$ cat config.mk
export PLATFORM = sky130hd
export DESIGN_NAME = uart_mem_master_flat
export DESIGN_NICKNAME = d
export VERILOG_FILES = /design/src/rtl/uart_mem_pkg.sv /design/src/rtl/uart_mem_master_if.sv /design/src/rtl/uart_byte_sender.sv /design/src/rtl/uart_mem_master.sv /design/src/flat_wrapper.sv
export SDC_FILE = /design/constraint.sdc
export NUM_CORES = 1
export LEC_CHECK = 0
export BUFFER_PORTS_ARGS = -buffer_cell sky130_fd_sc_hd__buf_4
export CAP_MARGIN = 20
export CORE_ASPECT_RATIO = 1.5
export CORE_UTILIZATION = 57
export DETAILED_ROUTE_END_ITERATION = 16
export PLACE_DENSITY_LB_ADDON = 0.2
export SETUP_SLACK_MARGIN = 0.05
export SLEW_MARGIN = 20
export SYNTH_ARGS = -nofsm -noshare
export SYNTH_HDL_FRONTEND = slang
export SYNTH_SLANG_ARGS = --single-unit
$ cat constraint.sdc
create_clock -name clock -period 2.83 [get_ports clock]
set_clock_uncertainty 0.05 [all_clocks]
set_input_delay 0.283 -clock clock [delete_from_list [all_inputs] [get_ports clock]]
set_output_delay 0.283 -clock clock [all_outputs]
set_load 0.005 [all_outputs]
$ cat src/rtl/uart_mem_pkg.sv
// Shared opcodes, response codes and FSM state encoding for the UART-driven
// memory master.
package uart_mem_pkg;

  localparam logic [7:0] OP_WRITE = 8'h57;
  localparam logic [7:0] OP_READ  = 8'h52;
  localparam logic [7:0] RSP_ACK  = 8'h06;
  localparam logic [7:0] RSP_NAK  = 8'h15;

  typedef enum logic [2:0] {
    ST_IDLE,
    ST_ADDR,
    ST_DATA,
    ST_WR,
    ST_RD,
    ST_RSP
  } state_t;

endpackage

$ cat src/rtl/uart_mem_master_if.sv
// CPU-side memory port as seen by the UART memory master.
// Handshake: the master holds vaddr/data/byteena/memWE constant while memWait
// is high; a request is accepted on the first clock edge with memWait low.
interface uart_mem_master_if;

  logic [31:0] vaddr;
  logic [31:0] data;
  logic [3:0]  byteena;
  logic        memWE;
  logic        memWait;
  logic [31:0] q;

  modport master (
    output vaddr, data, byteena, memWE,
    input  memWait, q
  );

  modport slave (
    input  vaddr, data, byteena, memWE,
    output memWait, q
  );

endinterface

$ cat src/rtl/uart_byte_sender.sv
// Shifts out 1 or 4 response bytes, LSB first, one txWE pulse per byte,
// waiting for txBusy low and a post-pulse guard gap before each byte.
module uart_byte_sender #(
  parameter int TX_GAP = 2
) (
  input  logic        clock,
  input  logic        RST,
  input  logic        load,
  input  logic [2:0]  count,
  input  logic [31:0] word,
  input  logic        txBusy,
  output logic [7:0]  txData,
  output logic        txWE,
  output logic        done
);

  localparam int GW = $clog2(TX_GAP + 2);

  logic [31:0]   shift;
  logic [2:0]    remaining;
  logic [GW-1:0] gap;
  logic          fire;

  // The gap covers the transmitter's delay in raising txBusy after a pulse.
  assign fire = (remaining != '0) && !txBusy && (gap == '0);

  always_ff @(posedge clock or negedge RST) begin
    if (!RST) begin
      shift     <= '0;
      remaining <= '0;
      gap       <= '0;
      txData    <= '0;
      txWE      <= 1'b0;
      done      <= 1'b0;
    end else begin
      txWE <= fire;
      done <= fire && (remaining == 3'd1);
      if (load) begin
        shift     <= word;
        remaining <= count;
      end else if (fire) begin
        txData    <= shift[7:0];
        shift     <= {8'h00, shift[31:8]};
        remaining <= remaining - 3'd1;
      end
      if (fire) begin
        gap <= GW'(TX_GAP);
      end else if (gap != '0) begin
        gap <= gap - GW'(1);
      end
    end
  end

endmodule

$ cat src/rtl/uart_mem_master.sv
// Parses 'W'/'R' command frames from a UART byte stream, performs one memory
// transaction per frame and returns ACK, NAK or read data as bytes.
module uart_mem_master
  import uart_mem_pkg::*;
#(
  parameter int READ_LATENCY = 3,
  parameter int TIMEOUT      = 1000000,
  parameter int TX_GAP       = 2
) (
  input  logic               clock,
  input  logic               RST,
  input  logic [7:0]         rxData,
  input  logic               rxValid,
  output logic [7:0]         txData,
  output logic               txWE,
  input  logic               txBusy,
  uart_mem_master_if.master  mem,
  output logic               busActive,
  output logic               errOverrun,
  output state_t             state_dbg
);

  localparam int LW = $clog2(READ_LATENCY + 1);
  localparam int TW = $clog2(TIMEOUT + 1);

  state_t        state, state_nxt;
  logic          is_write;
  logic [1:0]    idx;
  logic [31:0]   addr, wdata;
  logic [31:0]   vaddr_r, data_r;
  logic [LW-1:0] lat_cnt;
  logic [TW-1:0] to_cnt;
  logic          load, done;
  logic [2:0]    load_count;
  logic [31:0]   load_word;
  logic          timed_out;

  assign timed_out = !rxValid && (to_cnt == TW'(TIMEOUT - 1));

  always_comb begin
    state_nxt  = state;
    load       = 1'b0;
    load_count = 3'd1;
    load_word  = 32'h0;
    unique case (state)
      ST_IDLE: if (rxValid) begin
        if (rxData == OP_WRITE || rxData == OP_READ) begin
          state_nxt = ST_ADDR;
        end else begin
          state_nxt = ST_RSP;
          load      = 1'b1;
          load_word = {24'h0, RSP_NAK};
        end
      end
      ST_ADDR: begin
        if (rxValid && idx == 2'd3) state_nxt = is_write ? ST_DATA : ST_RD;
        else if (timed_out)         state_nxt = ST_IDLE;
      end
      ST_DATA: begin
        if (rxValid && idx == 2'd3) state_nxt = ST_WR;
        else if (timed_out)         state_nxt = ST_IDLE;
      end
      ST_WR: if (!mem.memWait) begin
        state_nxt = ST_RSP;
        load      = 1'b1;
        load_word = {24'h0, RSP_ACK};
      end
      // q is sampled by the sender's load on the final un-stalled count.
      ST_RD: if (!mem.memWait && lat_cnt == LW'(READ_LATENCY)) begin
        state_nxt  = ST_RSP;
        load       = 1'b1;
        load_count = 3'd4;
        load_word  = mem.q;
      end
      ST_RSP: if (done) state_nxt = ST_IDLE;
      default: state_nxt = ST_IDLE;
    endcase
  end

  always_ff @(posedge clock or negedge RST) begin
    if (!RST) begin
      state      <= ST_IDLE;
      is_write   <= 1'b0;
      idx        <= '0;
      addr       <= '0;
      wdata      <= '0;
      vaddr_r    <= '0;
      data_r     <= '0;
      lat_cnt    <= '0;
      to_cnt     <= '0;
      errOverrun <= 1'b0;
    end else begin
      state <= state_nxt;
      if (rxValid && (state == ST_WR || state == ST_RD || state == ST_RSP))
        errOverrun <= 1'b1;

      unique case (state)
        ST_IDLE: if (rxValid) begin
          is_write <= (rxData == OP_WRITE);
          idx      <= '0;
        end
        ST_ADDR: if (rxValid) begin
          addr[{idx, 3'b000} +: 8] <= rxData;
          idx <= idx + 2'd1;
          if (idx == 2'd3 && !is_write) vaddr_r <= {rxData, addr[23:0]};
        end
        ST_DATA: if (rxValid) begin
          wdata[{idx, 3'b000} +: 8] <= rxData;
          idx <= idx + 2'd1;
          if (idx == 2'd3) begin
            vaddr_r <= addr;
            data_r  <= {rxData, wdata[23:0]};
          end
        end
        default: ;
      endcase

      if ((state == ST_ADDR || state == ST_DATA) && !rxValid) to_cnt <= to_cnt + TW'(1);
      else                                                    to_cnt <= '0;

      if (state != ST_RD)     lat_cnt <= '0;
      else if (!mem.memWait)  lat_cnt <= lat_cnt + LW'(1);
    end
  end

  assign mem.vaddr   = vaddr_r;
  assign mem.data    = data_r;
  assign mem.memWE   = (state == ST_WR);
  assign mem.byteena = (state == ST_WR) ? 4'hF : 4'h0;
  assign busActive   = (state == ST_WR) || (state == ST_RD);
  assign state_dbg   = state;

  uart_byte_sender #(.TX_GAP(TX_GAP)) u_sender (
    .clock  (clock),
    .RST    (RST),
    .load   (load),
    .count  (load_count),
    .word   (load_word),
    .txBusy (txBusy),
    .txData (txData),
    .txWE   (txWE),
    .done   (done)
  );

endmodule

$ cat src/flat_wrapper.sv
// flat-port wrapper written by rule: the top's interface ports become plain ports
module uart_mem_master_flat import uart_mem_pkg::*;
#(
  parameter int READ_LATENCY = 3,
  parameter int TIMEOUT      = 1000000,
  parameter int TX_GAP       = 2
)
  (clock, RST, rxData, rxValid, txData, txWE, txBusy, busActive, errOverrun, state_dbg, mem_vaddr, mem_data, mem_byteena, mem_memWE, mem_memWait, mem_q);
  uart_mem_master_if mem_i ();
  input  logic clock;
  input  logic RST;
  input  logic [7:0] rxData;
  input  logic rxValid;
  output logic [7:0] txData;
  output logic txWE;
  input  logic txBusy;
  output logic busActive;
  output logic errOverrun;
  output state_t state_dbg;
  output wire logic [$bits(mem_i.vaddr)-1:0] mem_vaddr;
  output wire logic [$bits(mem_i.data)-1:0] mem_data;
  output wire logic [$bits(mem_i.byteena)-1:0] mem_byteena;
  output wire logic [$bits(mem_i.memWE)-1:0] mem_memWE;
  input wire logic [$bits(mem_i.memWait)-1:0] mem_memWait;
  input wire logic [$bits(mem_i.q)-1:0] mem_q;
  assign mem_vaddr = mem_i.vaddr;
  assign mem_data = mem_i.data;
  assign mem_byteena = mem_i.byteena;
  assign mem_memWE = mem_i.memWE;
  assign mem_i.memWait = mem_memWait;
  assign mem_i.q = mem_q;
  uart_mem_master #(.READ_LATENCY(READ_LATENCY), .TIMEOUT(TIMEOUT), .TX_GAP(TX_GAP)) u_core (.clock(clock), .RST(RST), .rxData(rxData), .rxValid(rxValid), .txData(txData), .txWE(txWE), .txBusy(txBusy), .mem(mem_i), .busActive(busActive), .errOverrun(errOverrun), .state_dbg(state_dbg));
endmodule
==> summary.md, run 1 <==
| Metric | Value |
|---|---|
| Seq pwr share | `between 40% and 50%` |
| Worst R2R End | `u_core.u_sender.txData[5]` |
| Seq/Total Area, Yosys | `a little under three fifths` |
| Gr ovfl total | `0` |
| Top area cells in the synthesized netlist | `dfrtp_1 (58%), mux2_2 (15%), nand2_1 (3.0%), a2bb2oi_1 (2.2%), o211ai_1 (1.9%)` |
| Cell Int Power | `between 5000 and 6000 µW` |
| Post-Syn Area | `approximately 8500 µm²` |
| Switching Share | `between 20% and 30%` |
| CP arrival | `about 2600 ps` |
| Count of input and output buffers | `roughly 130` |
| Unrepaired setup endpoints after global routing | `no` |
| Asr flop ratio synth | `100%` |
| Global-route usage over all layers | `between 20% and 30%` |
| Hold Crit Class | `in2reg` |
| Initial core utilization | `a little under 60%` |
| CTS clk-pin slew, worst paths | `80 ps` |
| Ant diodes | `0` |
| Routed WL per cell | `18.0 µm` |
| Worst R2R Path Depth | `4` |
| Clock Power Share | `30.1%` |
| FF-to-FF setup slack | `roughly 490 ps` |
| Area leader, netlist | `dfrtp_1` |
| FP Rows | `54` |
| Worst Max-Slew Pin Slew | `~770 ps` |
| Setup_tns | `0 ps` |
| Nets@finish | `875` |
| Synth top cells by count | `dfrtp_1 (196), mux2_2 (113), nand2_1 (68)` |
| Top-count cell post-synth | `dfrtp_1` |
| Net load switching power | `about 2400 µW` |
| Die Wd | `102 µm` |
| Via count | `between 5,000 and 6,000` |
| Comb pwr share | `a little under a quarter` |
| Status | `complete, no violations` |
| Final number of setup-violating endpoints | `0` |
| Die area | `~15,000 µm²` |
| Die H | `152 µm` |
| Largest net degree at the start of global routing | `95` |
| Dpl hpwl | `roughly 13,000 µm` |
| CP Max Fanout | `19` |
| Crit start category | `flop` |
| Root buf cell | `clkbuf_16` |
| Hold wc startpoint | `mem_q[31]` |
| Mapped Nets | `749` |
| Endpoints failing hold | `0` |
| Top FF cell, synth | `dfrtp_1` |
| Top cell type's share of synthesized area | `a little under three fifths` |
| Critical path capture point type | `flop` |
| CP required | `between 3000 and 4000 ps` |
| DRC viols | `0` |
| Clock sink count | `between 150 and 200` |
| Netlist cell types | `52` |
| Initial antenna violation count | `0` |
| Power density over the cells | `a little under 800 nW/µm²` |
| Vias in the first global route | `about 6,000` |
| Clock Latency Late Sink | `between 400 and 500 ps` |
| Synthesis Warnings | `0` |
| GP Congestion | `0.817` |
| Maximum vdd drop | `between 0.5 and 0.6 mV` |
| H-tree levels | `4` |
| Final period demand of the worst path | `2340 ps` |
| Vias/cell | `roughly 5.7` |
| Core area | `14,600 µm²` |
| Crit Path Class | `reg2reg` |
| Worst R2R Start | `u_core.state_dbg[0]` |
| Io pins | `128` |
| Final ANT Viol Nets | `0` |
| Syn_area_per_cell | `roughly 12 µm²` |
| Synthesized flop and latch total | `just under 200` |
| Pleak | `between 0.004 and 0.005 µW` |
| Final WL | `roughly 18,000 µm` |
| DRT Pass-1 Iters | `4` |
| Cts bufs inserted | `17` |
| WHS Endpoint | `u_core.u_sender.shift[31]` |
| CTS max path bufs | `2` |
| Maximum clock rate | `0.427 GHz` |
| Layout Area Growth over Synthesis | `21.1%` |
| CTS tree | `yes` |
| Post-synth EDFFs | `0` |
| Max-slew violation count | `0` |
| Crit share post-route | `82.8%` |
| Post-CTS Setup Inserts | `0` |
| Total of max-cap violations | `0` |
| Hold Crit Depth | `2` |
| DRC marker count from the first detailed-route iteration | `between 150 and 200` |
| Cells after synthesis | `around 690` |
| First-pass GRT wire length | `30,200 µm` |
| Rel. slew slack | `between 40% and 50%` |
| Hold Worst Slack | `approximately 21 ps` |
| Layout cells sized above 1 | `approximately 36%` |
[power groups by stage]
stage                     registers, µW  clock network [µW]  logic [µW]
after floorplan                    3620                   0        1240
after global placement             3710                   0        1820
after detailed placement           3740                   0        1920
after CTS                          3700                2450        1940
after global routing               3760                2570        2130
final                              3700                2420        1920
[per-layer routing]
metal	part of all wire, %	vias up	global-route usage [%]
met1	41	3015	30.7
li1	-	2726	-
met3	2.9	18	3.90
met4	1.2	0	6.71
met5	0	-	0
met2	55	124	46.8
[critical path, stage by stage (launching register included)]
cell and delay, ps:
dfrtp_1 570, or4b_1 650, a31oi_2 420, nor3_2 220, mux2_2 320
[cells by family after synthesis]
family	after synthesis	synth area share [%]
mux	126	16.5
xor+xnor	11	1.13
fa+ha+maj	11	1.62
buf+inv	51	2.57
compound gates	120	9.68
flops	196	57.6
simple gates	178	11.0
[state kept, by name, indices dropped and copies added, names as in the netlist]
name                       flops
u_core.addr                   32
u_core.errOverrun              1
u_core.idx                     2
u_core.is_write                1
u_core.lat_cnt                 2
u_core.mem.data               32
u_core.mem.vaddr              32
u_core.state_dbg               3
u_core.to_cnt                 20
u_core.u_sender.done           1
u_core.u_sender.gap            2
u_core.u_sender.remaining      3
u_core.u_sender.shift         32
u_core.u_sender.txData         8
u_core.u_sender.txWE           1
u_core.wdata                  24
[area by class of cell]
type | instances | area [µm²]
clock inverter | 14 | 161
fill | 1068 | 4270
tap | 196 | 245
clock buffer | 18 | 439
multi-input combinational | 446 | 3400
timing repair buffer | 144 | 1110
sequential | 196 | 4900
inverter | 14 | 52.6
[through the flow]
| step | cell area (µm²) | instances | worst slack [ps] | total power [µW] | utilization, % |
|---|---|---|---|---|---|
| after floorplan | 8520 | 693 | 764 | 4860 | - |
| after global placement | 9710 | 995 | 599 | 5530 | 66.5 |
| after detailed placement | 9710 | 995 | 499 | 5670 | 66.5 |
| after CTS | 10300 | 1028 | 485 | 8090 | 70.7 |
| after global routing | 10300 | 1028 | 368 | 8460 | 70.7 |
| final | 10300 | 1028 | 487 | 8040 | 70.7 |
[how the worst max path moves through the flow]
stage / startpoint / to / cells after the start
finish: u_core.state_dbg[0] / u_core.u_sender.txData[5] / 4
global route: u_core.state_dbg[0] / u_core.u_sender.shift[23] / 5
global placement: u_core.state_dbg[1] / u_core.u_sender.txData[5] / 4
floorplan: u_core.to_cnt[0] / u_core.to_cnt[18] / 6
detailed placement: u_core.state_dbg[0] / u_core.u_sender.txData[5] / 4
CTS: u_core.state_dbg[0] / u_core.u_sender.txData[5] / 4
[what timing repair did]
action,CTS,global route
endpoints found under the hold margin,92,0
gates resized for setup,0,0
hold buffers,1,0
[placed cells by master, fill, tap and decap left out, types with 10 or more instances in the layout]
| cell | netlist | routed |
|---|---|---|
| a21oi_1 | 17 | 17 |
| a22o_1 | 10 | 10 |
| a2bb2oi_1 | 21 | 21 |
| and2_1 | 26 | 26 |
| buf_4 | 4 | 140 |
| clkbuf_16 | 0 | 17 |
| dfrtp_1 | 196 | 196 |
| ha_1 | 11 | 11 |
| inv_1 | 14 | 14 |
| mux2_2 | 113 | 113 |
| mux2i_1 | 13 | 13 |
| nand2_1 | 68 | 68 |
| nand3_1 | 10 | 10 |
| nor2_1 | 22 | 21 |
| o211ai_1 | 22 | 22 |
| o21ai_0 | 32 | 31 |
No activity file was read; power rests on OpenSTA's default activity.
==> run 2: changes to the inputs <==
--- a/config.mk
+++ b/config.mk
@@ -8,7 +8,7 @@
 export BUFFER_PORTS_ARGS = -buffer_cell sky130_fd_sc_hd__buf_4
 export CAP_MARGIN = 20
 export CORE_ASPECT_RATIO = 1.5
-export CORE_UTILIZATION = 57
+export CORE_UTILIZATION = 51
 export DETAILED_ROUTE_END_ITERATION = 16
 export PLACE_DENSITY_LB_ADDON = 0.2
 export SETUP_SLACK_MARGIN = 0.05
==> constraint.sdc (replaced) <==
create_clock -name clock -period 1.95 [get_ports clock]
set_clock_uncertainty 0.05 [all_clocks]
set_input_delay 0.195 -clock clock [delete_from_list [all_inputs] [get_ports clock]]
set_output_delay 0.195 -clock clock [all_outputs]
set_load 0.005 [all_outputs]
==> summary.md, run 2 (synthesis results as in run 1) <==
| Metric | Value |
|---|---|
| Switching Share | `31.6% (+1.6 points)` |
| DRC marker count from the first detailed-route iteration | `413 (+140%)` |
| Critical path capture point type | `flop` |
| Pwr Total | `12,400 µW (+54%)` |
| Ant diodes | `0 (unchanged)` |
| GP Congestion | `0.827 (+1.2%)` |
| Die H | `160 µm (+5.6%)` |
| Seq pwr share | `43.3% (-2.7 points)` |
| Maximum clock rate | `0.506 GHz (+19%)` |
| CTS clk-pin slew, worst paths | `80 ps (about the same)` |
| CTS max path bufs | `2 (unchanged)` |
| Die Wd | `108 µm (+5.6%)` |
| Area after DPL | `10,000 µm² (+3.5%)` |
| Cts bufs inserted | `17 (unchanged)` |
| Unrepaired setup endpoints after global routing | `yes` |
| Failing checks | `negative setup slack` |
| Clock Power Share | `28.4% (-1.7 points)` |
| Area occupied by multi-input gates | `3660 µm² (+7.5%)` |
| Routed WL per cell | `19.7 µm (+9.9%)` |
| Maximum vdd drop | `0.675 mV (+24%)` |
| Largest net degree at the start of global routing | `53 (-44%)` |
| Layout cells sized above 1 | `43.0% (+6.8 points)` |
| Vias/cell | `5.68 (-0.74%)` |
| Io pins | `128 (unchanged)` |
| Leading cell type in the layout, fill and taps excluded | `dfrtp_1` |
| Clock sink count | `196 (unchanged)` |
| Pleak | `0.00551 µW (+11%)` |
| Final period demand of the worst path | `1980 ps (-367 ps)` |
| DRC viols | `0 (unchanged)` |
| Status | `finished, violations left` |
| Power density over the cells | `1080 nW/µm² (+39%)` |
| Root buf cell | `clkbuf_16` |
| CP arrival | `2280 ps (-320 ps)` |
| Crit share post-route | `101% (+19 points)` |
| Final instance area | `11,500 µm² (+11%)` |
| Vias in the first global route | `6,755 (+12%)` |
| Clock Latency Late Sink | `430 ps (about the same)` |
| Endpoints failing hold | `0 (unchanged)` |
| Cell Int Power | `8490 µW (+51%)` |
| Dpl hpwl | `13,900 µm (+8.0%)` |
| Final ANT Viol Nets | `0 (unchanged)` |
| First-pass GRT wire length | `33,800 µm (+12%)` |
| Hold Crit Class | `in2reg` |
| FF+latch area | `4910 µm² (about the same)` |
| Setup_tns | `-25.8 ps (-25.8 ps)` |
| Gr ovfl total | `0 (unchanged)` |
| Final WS setup | `-25.8 ps (-513 ps)` |
| Via count | `6,379 (+8.4%)` |
| Rel. slew slack | `67.0% (+18 points)` |
| Highest-count cells in the layout ignoring fill and taps | `dfrtp_1 (193), buf_4 (174), mux2_2 (109)` |
| Total of max-cap violations | `0 (unchanged)` |
| Net load switching power | `3920 µW (+63%)` |
| Count of input and output buffers | `127 (unchanged)` |
| H-tree levels | `4 (unchanged)` |
| CP required | `2250 ps (-840 ps)` |
| CTS tree | `yes` |
| CP Max Fanout | `8 (-11)` |
| Nets@finish | `960 (+9.7%)` |
| Initial core utilization | `52.4% (-6.0 points)` |
| Final number of setup-violating endpoints | `1 (+1)` |
| Layout Cells excl Fill | `1,123 (+9.2%)` |
| Layout Area Growth over Synthesis | `34.7%` |
| Core area | `16,300 µm² (+11%)` |
| Initial antenna violation count | `0 (unchanged)` |
| Final WL | `22,200 µm (+20%)` |
| Worst Max-Slew Pin Slew | `494 ps (-277 ps)` |
| Global-route usage over all layers | `25.3% (-0.14 points)` |
| DRT Pass-1 Iters | `5 (+1)` |
| Final core occ | `70.6% (-0.12 points)` |
| Dpl cells | `1,037 (+4.2%)` |
| Crit start category | `flop` |
| Die area | `17,200 µm² (+12%)` |
| Crit Path Class | `reg2reg` |
| FP Rows | `57 (+5.6%)` |
| Comb pwr share | `28.3% (+4.4 points)` |
| Filler cell count | `1,143 (+7.0%)` |
| Max-slew violation count | `0 (unchanged)` |
run 2: cell count changes in the layout (fill, tap and decap cells not counted), sizes merged:
cell         before  now
clkbuf           19   22
buf             142  191
bufinv            1    0
dlygate4sd3       1   33
clkinv            5    8
clkinvlp          2    1
run 2: routing by layer:
metal,global-route usage (%),part of all wire [%]
met1,29.1,39
met2,46.7,56
met3,4.46,3.9
met4,8.03,2.0
met5,0,0
run 2: repair_timing:
item,CTS,global route
resized for setup,13,50
gates cloned,0,7
endpoints found under the setup margin,61,112
buffers inserted,9,7
endpoints found under the hold margin,78,0
pin swaps,9,11
hold buffers,33,0
run 2: layout make-up:
| cell class | count | area share [%] |
|---|---|---|
| sequential | 196 | 42.8 |
| multi-input combinational | 446 | 31.9 |
| timing repair buffer | 229 | 17.4 |
| clock buffer | 17 | 3.71 |
| tap | 206 | 2.25 |
| clock inverter | 15 | 1.56 |
| inverter | 14 | 0.480 |
run 2: path summary, 6_finish.rpt:
path                                        endpoint               from  cells past startpoint  slack, ps
worst min register to register     u_core.errOverrun  u_core.errOverrun                      1        410
max in group asynchronous           u_core.to_cnt[6]                RST                      3        930
min in group asynchronous       u_core.mem.vaddr[19]                RST                      2        240
worst max register to register     u_core.to_cnt[18]   u_core.to_cnt[3]                      4        -30
worst max-delay path               u_core.to_cnt[18]   u_core.to_cnt[3]                      4        -30
worst min-delay path               u_core.errOverrun            rxValid                      2         30
run 2: worst max-delay path, stage by stage (launching register included):
cell and delay, ps:
dfrtp_1 370, nand4_1 170, or4_4 610, or4_4 540, a21oi_4 150
run 2: power by group through the flow:
stage               Combinational, µW  Sequential (µW)  Clock (µW)
finish                           3510             5380        3530
global route                     3830             5460        3730
CTS                              3180             5350        3570
detailed placement               3020             5420           0
global placement                 2860             5380           0
floorplan                        1830             5260           0
run 2: stage by stage:
stage,hold WS [ps],setup WS [ps]
6_report,32.1,-25.8
2_1_floorplan,-151,-3.07
3_5_place_dp,144,-105
5_1_grt,32.7,-61.6
4_1_cts,11.0,14.7
3_3_place_gp,135,-19.1
==> run 3: changes to the inputs <==
--- a/config.mk
+++ b/config.mk
@@ -8,6 +8,7 @@
 export BUFFER_PORTS_ARGS = -buffer_cell sky130_fd_sc_hd__buf_4
 export CAP_MARGIN = 20
 export CORE_ASPECT_RATIO = 1.5
+export CORE_MARGIN = 5
 export CORE_UTILIZATION = 51
 export DETAILED_ROUTE_END_ITERATION = 16
 export PLACE_DENSITY_LB_ADDON = 0.2
==> summary.md, run 3 (synthesis results as in run 1) <==
| Metric | Value |
|---|---|
| Area occupied by multi-input gates | `3670 µm² (+0.24%)` |
| Vias in the first global route | `6,557 (-2.9%)` |
| CP most frequent cell | `or4_4` |
| Rel. slew slack | `65.9% (-1.0 points)` |
| Dpl hpwl | `14,300 µm (+2.6%)` |
| Setup_tns | `-18.4 ps (+7.40 ps)` |
| Worst R2R Start | `u_core.to_cnt[3]` |
| Endpoints failing hold | `0 (unchanged)` |
| CTS max path bufs | `2 (unchanged)` |
| FF-to-FF setup slack | `-20 ps (about the same)` |
| Clock Power Share | `28.5% (about the same)` |
| Hold wc startpoint | `rxValid` |
| Highest-count cells in the layout ignoring fill and taps | `dfrtp_1 (196), buf_4 (174), mux2_2 (98)` |
| Pleak | `0.00555 µW (+0.80%)` |
| DRT Pass-1 Iters | `5 (unchanged)` |
| CTS tree | `yes` |
| First-pass GRT wire length | `33,400 µm (-1.2%)` |
| FP Rows | `58 (+1.8%)` |
| Die area | `19,400 µm² (+13%)` |
| Die H | `168 µm (+5.0%)` |
| Nets@finish | `962 (+0.21%)` |
| Routed WL per cell | `19.0 µm (-4.0%)` |
| CP required | `2250 ps (about the same)` |
| Hold Crit Class | `in2reg` |
| Global-route usage over all layers | `21.6% (-3.7 points)` |
| Filler cell count | `1,175 (+2.8%)` |
| Failing checks | `negative setup slack` |
| Seq pwr share | `43.7% (+0.4 points)` |
| Clock Latency Late Sink | `430 ps (about the same)` |
| Layout Cells excl Fill | `1,129 (+0.53%)` |
| Area after DPL | `10,100 µm² (+0.40%)` |
| GP Congestion | `0.865 (+4.5%)` |
| CP Max Fanout | `7 (-1)` |
| Final ANT Viol Nets | `0 (unchanged)` |
| Die Wd | `116 µm (+7.4%)` |
| Crit share post-route | `101% (-0.38 points)` |
| Layout Area Growth over Synthesis | `35.3%` |
| Final instance area | `11,500 µm² (+0.38%)` |
| Crit Path Class | `reg2reg` |
| Layout cells sized above 1 | `42.2% (-0.75 points)` |
| Crit start category | `flop` |
| Via count | `6,340 (-0.61%)` |
| Worst Max-Slew Pin Slew | `509 ps (+14.5 ps)` |
| Switching Share | `30.1% (-1.5 points)` |
| Critical path capture point type | `flop` |
| Buf/Inv on CP | `0 (unchanged)` |
| FF+latch area | `4900 µm² (about the same)` |
| Count of input and output buffers | `127 (unchanged)` |
| Max-slew violation count | `0 (unchanged)` |
| Cell Int Power | `8550 µW (+0.65%)` |
| Ant diodes | `0 (unchanged)` |
| Worst R2R End | `u_core.to_cnt[18]` |
| Comb pwr share | `27.8% (-0.5 points)` |
| Gr ovfl total | `0 (unchanged)` |
| CP cell instances | `nand4_1 > or4_4 > or4_4 > a21oi_2` |
| Crit-path leading delay family | `simple AND/OR/NAND/NOR gates` |
| Initial antenna violation count | `0 (unchanged)` |
| Total of max-cap violations | `0 (unchanged)` |
| Final number of setup-violating endpoints | `1 (unchanged)` |
| Clock sink count | `196 (unchanged)` |
| Io pins | `128 (unchanged)` |
| H-tree levels | `4 (unchanged)` |
| Final WL | `21,400 µm (-3.4%)` |
| Initial core utilization | `51.3% (-1.1 points)` |
| Final period demand of the worst path | `1970 ps (-7.40 ps)` |
| Root buf cell | `clkbuf_16` |
| WHS Endpoint | `u_core.errOverrun` |
| Core area | `16,600 µm² (+2.2%)` |
| Cts bufs inserted | `17 (unchanged)` |
| Power density over the cells | `1060 nW/µm² (-1.9%)` |
| Maximum vdd drop | `0.686 mV (+1.6%)` |
| Worst R2R Path Depth | `4 (unchanged)` |
| Hold Crit Depth | `2 (unchanged)` |
| Vias/cell | `5.62 (-1.1%)` |
| Worst path slowest cell | `or4_4` |
| CP arrival | `2270 ps (about the same)` |
| Dpl cells | `1,044 (+0.68%)` |
| DRC viols | `0 (unchanged)` |
| CP max stage delay | `620 ps (about the same)` |
| Net load switching power | `3680 µW (-6.1%)` |
| Dpl ws | `-84.2 ps (+20.9 ps)` |
| Final WS setup | `-18.4 ps (+7.40 ps)` |
| Maximum clock rate | `0.508 GHz (+0.38%)` |
| Leading cell type in the layout, fill and taps excluded | `dfrtp_1` |
| Unrepaired setup endpoints after global routing | `yes` |
| Largest net degree at the start of global routing | `53 (unchanged)` |
| Status | `finished, violations left` |
| CTS clk-pin slew, worst paths | `70 ps (about the same)` |
| DRC marker count from the first detailed-route iteration | `405 (-1.9%)` |
==> run 3: changes by cell type in the layout (fill, tap and decap cells not counted), sizes merged <==
cell and change:
clkinv -3, clkinvlp -1, bufinv +1, inv +2, clkbuf +2, buf +1
==> run 3: stage by stage <==
stage	total power [µW]	hold WS [ps]	util, %
floorplan	7090	-151	-
global placement	8280	101	60.7
detailed placement	8460	103	60.7
CTS	12100	11.6	66.6
global route	12900	19.0	69.3
finish	12200	27.9	69.3
==> run 3: final cells by class <==
type / instances / share of cell area, %
clock inverter: 14 / 1.39
tap: 210 / 2.28
inverter: 14 / 0.456
clock buffer: 18 / 3.72
timing repair buffer: 231 / 17.8
sequential: 196 / 42.6
multi-input combinational: 446 / 31.8
==> run 3: power by group through the flow <==
stage / logic, µW / clock network, µW / registers [µW]
final: 3400 / 3490 / 5340
after global routing: 3740 / 3720 / 5430
after CTS: 3210 / 3550 / 5320
after detailed placement: 3060 / 0 / 5400
after global placement: 2920 / 0 / 5360
after floorplan: 1830 / 0 / 5260
==> run 3: what timing repair did <==
item / 4_1_cts / 5_1_grt
pin swaps: 1 / 17
cloned: 0 / 6
setup endpoints to repair: 78 / 106
hold buffers: 33 / 0
hold endpoints to repair: 69 / 0
resized for setup: 8 / 62
buffers inserted: 2 / 13
==> run 3: metal layers <==
metal | global-route usage, % | up-vias | wire [µm]
met5 | 0 | - | 0
met4 | 5.62 | 0 | 361
met3 | 3.81 | 30 | 1070
met2 | 39.4 | 183 | 11800
met1 | 26.0 | 3212 | 8130
li1 | - | 2915 | -
==> run 3: worst max-delay path by stage <==
stage                     depth (start not counted)                    startpoint                         to
final                                             4              u_core.to_cnt[3]          u_core.to_cnt[18]
after global routing                              4              u_core.to_cnt[3]          u_core.to_cnt[18]
after CTS                                         4              u_core.to_cnt[3]          u_core.to_cnt[18]
after detailed placement                          5                 u_core.idx[1]           u_core.wdata[14]
after global placement                            7  u_core.u_sender.remaining[0]  u_core.u_sender.txData[3]
after floorplan                                   6              u_core.to_cnt[0]          u_core.to_cnt[18]
